$ cat config.mk
export PLATFORM = sky130hd
export DESIGN_NAME = spi_master
export DESIGN_NICKNAME = d
export VERILOG_FILES = /design/src/rtl/spi_pkg.sv /design/src/rtl/spi_clk_div.sv /design/src/rtl/spi_master.sv
export SDC_FILE = /design/constraint.sdc
export NUM_CORES = 1
export LEC_CHECK = 0
export BUFFER_PORTS_ARGS = -buffer_cell sky130_fd_sc_hd__clkbuf_2
export CAP_MARGIN = 20
export CELL_PAD_IN_SITES_DETAIL_PLACEMENT = 1
export CELL_PAD_IN_SITES_GLOBAL_PLACEMENT = 1
export CORE_ASPECT_RATIO = 1.2
export CORE_UTILIZATION = 46
export DETAILED_ROUTE_END_ITERATION = 7
export PLACE_DENSITY_LB_ADDON = 0.1
export SETUP_SLACK_MARGIN = 0.02
export SKIP_LAST_GASP = 1
export SLEW_MARGIN = 5
export SYNTH_ARGS = -nofsm -noshare
export SYNTH_HDL_FRONTEND = slang
export SYNTH_SLANG_ARGS = --single-unit
$ cat constraint.sdc
create_clock -name clk -period 4.2 [get_ports clk]
set_input_delay 0.84 -clock clk [delete_from_list [all_inputs] [get_ports clk]]
set_output_delay 0.84 -clock clk [all_outputs]
set_load 0.005 [all_outputs]
$ cat src/rtl/spi_pkg.sv
// spi_pkg: opcode constants, FSM state type and divider width shared
// by the SPI master and its half-period clock divider.
package spi_pkg;

  localparam logic [1:0] OP_WR_ADDR = 2'b00;
  localparam logic [1:0] OP_WR_DATA = 2'b01;
  localparam logic [1:0] OP_RD_ADDR = 2'b10;
  localparam logic [1:0] OP_RD_DATA = 2'b11;

  localparam int DIV_W = 8;

  typedef enum logic [2:0] {
    ST_IDLE,
    ST_CS_SETUP,
    ST_SHIFT_CMD,
    ST_GAP,
    ST_SHIFT_RD,
    ST_CS_HOLD
  } state_e;

endpackage

$ cat src/rtl/spi_clk_div.sv
// spi_clk_div: counts CLK_DIV-cycle half-periods while enabled and
// flags which edge (rise or fall) each half-period boundary is.
module spi_clk_div
  import spi_pkg::*;
#(
  parameter int unsigned CLK_DIV = 2
) (
  input  logic clk,
  input  logic rst_n,
  input  logic i_en,
  output logic o_rise,
  output logic o_fall
);

  logic [DIV_W-1:0] r_cnt;
  logic             r_hi;
  logic             w_tick;

  assign w_tick = i_en && (r_cnt == DIV_W'(CLK_DIV - 1));
  assign o_rise = w_tick && !r_hi;
  assign o_fall = w_tick && r_hi;

  // Phase restarts high: the first half-period acts as a masked
  // high half, so the one after it is always a low half.
  always_ff @(posedge clk) begin
    if (!rst_n || !i_en) begin
      r_cnt <= '0;
      r_hi  <= 1'b1;
    end else if (w_tick) begin
      r_cnt <= '0;
      r_hi  <= !r_hi;
    end else begin
      r_cnt <= r_cnt + 1'b1;
    end
  end

endmodule

$ cat src/rtl/spi_master.sv
// spi_master: mode-0 SPI master for 10-bit command frames with a read
// phase on rd-data; define SPI_MASTER_DROP_CNT_EN to add drop_cnt.
module spi_master
  import spi_pkg::*;
#(
  parameter int unsigned CLK_DIV  = 2,
  parameter int unsigned READ_GAP = 1
) (
  input  logic       clk,
  input  logic       rst_n,
  input  logic       start,
  input  logic [9:0] cmd,
  output logic       busy,
  output logic       done,
  output logic       rd_valid,
  output logic [7:0] rd_data,
  output logic       SS_n,
  output logic       SCLK,
  output logic       MOSI,
  input  logic       MISO
`ifdef SPI_MASTER_DROP_CNT_EN
  ,
  output logic [7:0] drop_cnt
`endif
);

  state_e     r_state, w_nxt;
  logic [9:0] r_cmd;
  logic       r_rd;
  logic [7:0] r_cnt, r_rx, r_rd_data;
  logic       r_sclk, r_mosi, r_done, r_rd_valid;
  logic       w_rise, w_fall, w_en, w_accept;
  logic       w_shift, w_rd_op;

  assign w_en     = (r_state != ST_IDLE);
  assign w_accept = !w_en && start && !r_done;
  assign w_shift  = (r_state == ST_SHIFT_CMD) ||
                    (r_state == ST_GAP) ||
                    (r_state == ST_SHIFT_RD);

  assign busy     = w_en;
  assign SS_n     = !w_en;
  assign SCLK     = r_sclk;
  assign MOSI     = r_mosi;
  assign done     = r_done;
  assign rd_valid = r_rd_valid;
  assign rd_data  = r_rd_data;

  spi_clk_div #(
    .CLK_DIV(CLK_DIV)
  ) u_div (
    .clk   (clk),
    .rst_n (rst_n),
    .i_en  (w_en),
    .o_rise(w_rise),
    .o_fall(w_fall)
  );

  always_comb begin
    w_rd_op = 1'b0;
    unique case (cmd[9:8])
      OP_WR_ADDR, OP_WR_DATA, OP_RD_ADDR: w_rd_op = 1'b0;
      OP_RD_DATA: w_rd_op = 1'b1;
    endcase
  end

  always_ff @(posedge clk) begin
    if (!rst_n) r_state <= ST_IDLE;
    else        r_state <= w_nxt;
  end

  always_comb begin
    w_nxt = r_state;
    unique case (r_state)
      ST_IDLE:
        if (w_accept) w_nxt = ST_CS_SETUP;
      ST_CS_SETUP:
        if (w_fall) w_nxt = ST_SHIFT_CMD;
      ST_SHIFT_CMD:
        if (w_fall && r_cnt == 8'd9) begin
          if (!r_rd)              w_nxt = ST_CS_HOLD;
          else if (READ_GAP == 0) w_nxt = ST_SHIFT_RD;
          else                    w_nxt = ST_GAP;
        end
      ST_GAP:
        if (w_fall && r_cnt == 8'(READ_GAP - 1))
          w_nxt = ST_SHIFT_RD;
      ST_SHIFT_RD:
        if (w_fall && r_cnt == 8'd7) w_nxt = ST_CS_HOLD;
      ST_CS_HOLD:
        if (w_rise) w_nxt = ST_IDLE;
      default: w_nxt = ST_IDLE;
    endcase
  end

  // r_cnt counts completed SCLK periods within the current state.
  always_ff @(posedge clk) begin
    if (!rst_n) begin
      r_cmd      <= '0;
      r_rd       <= 1'b0;
      r_cnt      <= '0;
      r_rx       <= '0;
      r_rd_data  <= '0;
      r_sclk     <= 1'b0;
      r_mosi     <= 1'b0;
      r_done     <= 1'b0;
      r_rd_valid <= 1'b0;
    end else begin
      r_done     <= 1'b0;
      r_rd_valid <= 1'b0;
      if (w_nxt != r_state) r_cnt <= '0;
      else if (w_fall)      r_cnt <= r_cnt + 1'b1;
      if (w_shift && w_rise) r_sclk <= 1'b1;
      else if (w_fall)       r_sclk <= 1'b0;
      if (w_accept) begin
        r_cmd <= cmd;
        r_rd  <= w_rd_op;
      end
      if (r_state == ST_CS_SETUP && w_fall)
        r_mosi <= r_cmd[9];
      if (r_state == ST_SHIFT_CMD && w_fall) begin
        r_mosi <= r_cmd[8];
        r_cmd  <= {r_cmd[8:0], 1'b0};
      end
      if (r_state == ST_SHIFT_RD && w_rise)
        r_rx <= {r_rx[6:0], MISO};
      if (r_state == ST_CS_HOLD && w_rise) begin
        r_done     <= 1'b1;
        r_rd_valid <= r_rd;
        if (r_rd) r_rd_data <= r_rx;
      end
    end
  end

`ifdef SPI_MASTER_DROP_CNT_EN
  logic [7:0] r_drop;

  always_ff @(posedge clk) begin
    if (!rst_n)
      r_drop <= '0;
    else if (start && (w_en || r_done) && r_drop != 8'hFF)
      r_drop <= r_drop + 1'b1;
  end

  assign drop_cnt = r_drop;
`endif

endmodule

Word level (Yosys, flattened, before mapping)

Cells that the tools add are included.
Widths: inputs -> output; s select.

Register bits: 51
Input port bits: 14
Output and inout bits: 14
Logic and storage cells: 77

Add/sub/neg operators: 2
Equal/unequal tests: 12
Mux-type cells: 16
Bitwise gates (word level): 1
Reduce and logical (&&, ||, !) cells: 33

Operators with widths:

| cell                | count |
|---|---|
| $mux 3              | 7 |
| $mux 10             | 2 |
| $pmux 3 s6          | 1 |
| $add 8x1->8 const B | 2 |
| $logic_and 1x1->1   | 13 |
| $eq 8x1->1 const B  | 1 |
| $eq 8x3->1 const B  | 1 |
| $eq 8x4->1 const B  | 1 |
| $logic_not 8->1     | 1 |
| $eq 3x2->1 const B  | 2 |
| $eq 3x3->1 const B  | 2 |
| $reduce_bool 2->1   | 3 |
| $reduce_or 2->1     | 3 |
| $mux 1              | 5 |
| $eq 2x2->1 const B  | 2 |
| $logic_not 1->1     | 4 |
| $reduce_and 2->1    | 2 |
| $eq 3x1->1 const B  | 1 |
| $logic_not 3->1     | 1 |
| $logic_or 1x1->1    | 3 |
| $ne 3x3->1          | 1 |
| $reduce_bool 3->1   | 1 |
| $reduce_or 3->1     | 1 |
| $eq 2x1->1 const B  | 1 |
| other kinds (3)     | 3 |

Longest topological paths before layout

Depth in word-level cells: 8
Mapped depth: 9
Depth with buffers taken out: 7

By module

From an unflattened synthesis, not the netlist that was laid out.

Cell total of the unflattened synthesis: 269
Area, all modules: 2257.2 sq um

By module, submodules not included:

| module      | times used | cells an instance | area an instance (sq um) | sequential area each (sq um) |
|---|---|---|---|---|
| spi_master  | 1          | 224               | 1839.3                   | 840.8 |
| spi_clk_div | 1          | 45                | 417.9                    | 180.2 |

Least setup slack after synthesis

OpenSTA, ideal clock, no wires.

Path type: register to register
From: register u_div.r_cnt[0]
To: register r_rx[0]
Setup time: 128 ps
Data arrival time: 2161 ps
Data required time: 4072 ps
Path slack: 1911 ps
Cell stages (with the launch flop): 8
Path buffers: 1
Clock period less this slack: 2289 ps
Path through: dfxtp_1 ha_1 or4b_4 buf_6 or3_4 nor3_4 mux2i_1 nor2_1

Word-level cells in the longest chain between the ends: 4

Ends and longest elaborated chain:

| element                | RTL line          | text |
|---|---|---|
| start, declared        | spi_clk_div.sv:15 | `logic [DIV_W-1:0] r_cnt;` |
| start signal, assigned | spi_clk_div.sv:33 | `r_cnt <= r_cnt + 1'b1;` |
| $eq 8x1->1             | spi_clk_div.sv:19 | `assign w_tick = i_en && (r_cnt == DIV_W'(CLK_DIV - 1));` |
| $logic_and 1x1->1      | spi_clk_div.sv:19 |  |
| $logic_and 1x1->1      | spi_clk_div.sv:20 | `assign o_rise = w_tick && !r_hi;` |
| $logic_and 1x1->1      | spi_master.sv:125 | `if (r_state == ST_SHIFT_RD && w_rise)` |
| end signal, assigned   | spi_master.sv:126 | `r_rx <= {r_rx[6:0], MISO};` |
| end, declared          | spi_master.sv:30  | `logic [7:0] r_cnt, r_rx, r_rd_data;` |

Every way passes these cells.
A chain may end at the register's enable or synchronous reset.

Worst setup path after layout

From: register u_div.r_cnt[0]
To: register r_cnt[3]

Word-level cells in the longest chain between the ends: 8
Elaborated cells on any way between the ends: 15
Those cells by class: eq/ne: 2; mux: 6; reduce/logical: 7

Ends and longest elaborated chain:

| element                              | RTL line                                             | text |
|---|---|---|
| $eq 8x1->1 *                         | spi_clk_div.sv:19                                    |  |
| $logic_and 1x1->1 *                  | spi_clk_div.sv:19                                    |  |
| $logic_and 1x1->1                    | spi_clk_div.sv:21                                    | `assign o_fall = w_tick && r_hi;` |
| $logic_and 1x1->1 (on tied branches) | spi_master.sv:89, spi_master.sv:80, spi_master.sv:86 |  |
| $mux 3 (on tied branches)            | spi_master.sv:89, spi_master.sv:80, spi_master.sv:86 |  |
| $pmux 3 s6                           | spi_master.sv:74                                     | `unique case (r_state)` |
| $ne 3x3->1                           | spi_master.sv:111                                    | `if (w_nxt != r_state) r_cnt <= '0;` |
| $reduce_or 2->1 (no source line)     | -                                                    |  |
| end signal, assigned                 | spi_master.sv:112                                    | `else if (w_fall) r_cnt <= r_cnt + 1'b1;` |
| end, declared                        | spi_master.sv:30                                     |  |

Mark *: on every way between the ends. The rest lies on a longest branch, timed or not.

==> results.py <==
metrics = {
    "run_status": {
        "status": "finished clean",
    },
    "synth": {
        "syn-num-nets": 291,
        "yosysWarnings": 0,
        "ys_types": 42,
        "synth_seq_cells": 51,
        "syn_area_mm2": 0.00230,
        "async_flop_share_pct": 0,
        "synth_cells": 272,
        "ys.flop_type": "dfxtp_1",
        "yosysSeqAreaShare_pct": 44.3,
        "synth_edf_count": 0,
        "synth.avg_cell_area_um2": 8.47,
    },
    "timing": {
        "relSlewSlack_pct": 28.9,
        "period_share_pct": 60.3,
        "finalHoldViolations": 0,
        "report.final.setup_viol": 0,
        "rsz0062_at_grt": "false",
        "fmax_mhz": 395,
        "fin_crit_ns": 2.53,
        "setup_slack_ns": 1.67,
        "fin_worst_skew_ns": 0.00488,
        "worst_pin_slew_ns": 1.06,
        "maxSlewViolCount": 0,
        "setup_tns_ns": 0,
    },
    "setup_path": {
        "reg2reg_slack_ns": 1.67,
        "path_class": "flop to flop",
        "cp_slowest_cell": "or4b_4",
        "cp.required_ns": 4.37,
        "crit_chain": "ha_1, or4b_4, nor4_1, o221ai_1, a21oi_2, nor3_1",
        "worstPathMaxFanout": 10,
        "path_delay_family": "simple AND/OR/NAND/NOR gates",
        "worst-path-stages": 6,
        "slowest_delay_ns": 0.53,
        "critPathBufInv": 0,
        "end_kind": "flop",
        "start_kind": "flop",
        "critical_path_arrival_ns": 2.71,
        "rr_worst_depth": 6,
    },
    "global_route": {
        "grt_overflow": 0,
        "grt_pass1_wl_um": 9250,
        "grt_max_degree": 29,
        "gr-usage-all-layers_pct": 22.8,
        "grt_pass1_vias": 1995,
        "antenna_found_initial": 0,
    },
    "pwr": {
        "pwr-share-clk_pct": 37.8,
        "switching_power_w": 0.000219,
        "peakVddDrop_mv": 0.155,
        "power.density_mw_per_mm2": 361,
        "switching_share_pct": 23.5,
        "combPwrFrac_pct": 7.9,
        "total_power_w": 0.000933,
        "p_int_w": 0.000713,
        "leakage_nw": 0.998,
        "seqPwrFrac_pct": 54.3,
    },
    "cts": {
        "htree_levels": 2,
        "tritoncts": "done",
        "post_cts_buffers": 0,
        "cts_sinks": 51,
        "clock_path_buffers": 2,
        "root_buffer": "clkbuf_8",
        "cts-hold-fix-buffers": 0,
        "cts-buffers-inserted": 5,
        "clock_latency_ns": 0.30,
        "postCtsResizedCells": 0,
        "clk_pin_slew_worst_paths_ns": 0.09,
    },
    "route": {
        "drt-total-wl_um": 5680,
        "vias": 2029,
        "vias_per_cell": 5.73,
        "drtAntennaViolNets": 0,
        "drc_errors": 0,
        "drt-initial-drc-count": 110,
        "wire_per_inst_um": 16.1,
        "firstDrtPassIters": 4,
    },
    "hold_path": {
        "whs_path_depth": 2,
        "hold_class": "flop to flop",
    },
    "die": {
        "io_pins": 28,
        "die_area_mm2": 0.00530,
        "fp.dieH_um": 79.5,
        "die_width_um": 66.6,
        "coreArea_mm2": 0.00470,
        "fp-row-count": 27,
        "start_util_pct": 49.1,
    },
    "cells_and_area": {
        "num-fill-cells": 588,
        "fin_nets": 314,
        "antenna_cells": 0,
        "final_common_cell": "dfxtp_1",
        "drive_above_1_share_pct": 15.5,
        "final_cell_mix": "dfxtp_1, nand2_1, nor2_1",
        "area_growth_pct": 12.2,
    },
    "placed_design": {
        "dpl.hpwl_um": 3960,
        "port_buffers": 27,
        "preCtsSetupSlack_ns": 1.76,
        "gp_congestion": 0.859,
    },
    "flow_run": {
        "drv_cap": 0,
    },
}
==> state kept, by name (all words and copies together), names as in the netlist <==
register and flops:
r_cnt 8, r_rd 1, r_cmd 10, u_div.r_cnt 8, u_div.r_hi 1, SCLK 1, MOSI 1, r_state 3
rd_data 8, done 1, rd_valid 1, r_rx 8
==> path summary, 6_finish.rpt <==
check	start	end
min reg2reg	rd_data[3]	rd_data[3]
max reg2reg	u_div.r_cnt[0]	r_cnt[3]
max	u_div.r_cnt[0]	r_cnt[3]
min	rd_data[3]	rd_data[3]
==> power groups by stage <==
stage | clock, W | sequential [W] | combinational [W]
after floorplan | 0 | 0.000511 | 0.0000553
after global placement | 0 | 0.000517 | 0.0000711
after detailed placement | 0 | 0.000517 | 0.0000728
after CTS | 0.000364 | 0.000506 | 0.0000742
after global routing | 0.000379 | 0.000508 | 0.0000804
final | 0.000353 | 0.000506 | 0.0000736
==> stage by stage <==
stage / hold WS, ns / area, um^2 / util, % / std cells
6_report: 0.453 / 2580 / 55.0 / 354
2_1_floorplan: 0.433 / 2300 / - / 272
4_1_cts: 0.459 / 2580 / 55.0 / 354
3_5_place_dp: 0.447 / 2470 / 52.5 / 346
5_1_grt: 0.473 / 2580 / 55.0 / 354
3_3_place_gp: 0.439 / 2470 / 52.5 / 346
==> cell families after synthesis <==
family	synth area share [%]
AO/OA/AOI/OAI	11.2
XOR/XNOR	4.94
adder cells (fa/ha/maj)	2.72
buffers and inverters	3.86
flip-flops	44.3
multiplexers	3.91
AND/OR/NAND/NOR	29.1
==> area by class of cell <==
class	count	area, um^2	area share (%)
multi-input combinational	200	1190	46.2
sequential	51	1020	39.5
timing repair buffer	29	150	5.81
clock buffer	6	82.6	3.19
tap	58	72.6	2.81
clock inverter	2	35.0	1.36
inverter	8	30.0	1.16
==> tightest hold or removal path: stages (launching register included) <==
cell and delay [ns]:
dfxtp_1 0.32, nand2_1 0.05, a21oi_1 0.05
==> cells in the mapped netlist (2+ instances only) <==
| cell type | n | area [um^2] |
|---|---|---|
| dfxtp_1 | 51 | 1020 |
| nand2_1 | 38 | 143 |
| nor2_1 | 35 | 131 |
| nand3_1 | 20 | 100 |
| a21oi_1 | 13 | 65.1 |
| nor3_1 | 13 | 65.1 |
| a311oi_1 | 10 | 87.6 |
| mux2i_1 | 9 | 90.1 |
| clkbuf_1 | 8 | 30.0 |
| inv_1 | 7 | 26.3 |
| xor2_1 | 7 | 61.3 |
| xnor2_1 | 6 | 52.6 |
| ha_1 | 5 | 62.6 |
| and3_1 | 4 | 25.0 |
| nor4_1 | 4 | 25.0 |
| a22oi_1 | 3 | 22.5 |
| nand3b_1 | 3 | 22.5 |
| nand4_1 | 3 | 18.8 |
| o21ai_0 | 3 | 15.0 |
| a21boi_0 | 2 | 15.0 |
| buf_1 | 2 | 7.51 |
| buf_2 | 2 | 10.0 |
| nand2b_1 | 2 | 12.5 |
| or3_1 | 2 | 12.5 |
| or3b_2 | 2 | 17.5 |
| or4b_1 | 2 | 20.0 |
==> layer usage <==
layer / vias up / wire length, um / track usage [%]
li1: 999 / - / -
met1: 995 / 2550 / 27.6
met2: 33 / 2920 / 40.5
met3: 2 / 166 / 4.43
met4: 0 / 37 / 5.74
met5: - / 0 / 0
(Power assumes the default switching activity.)
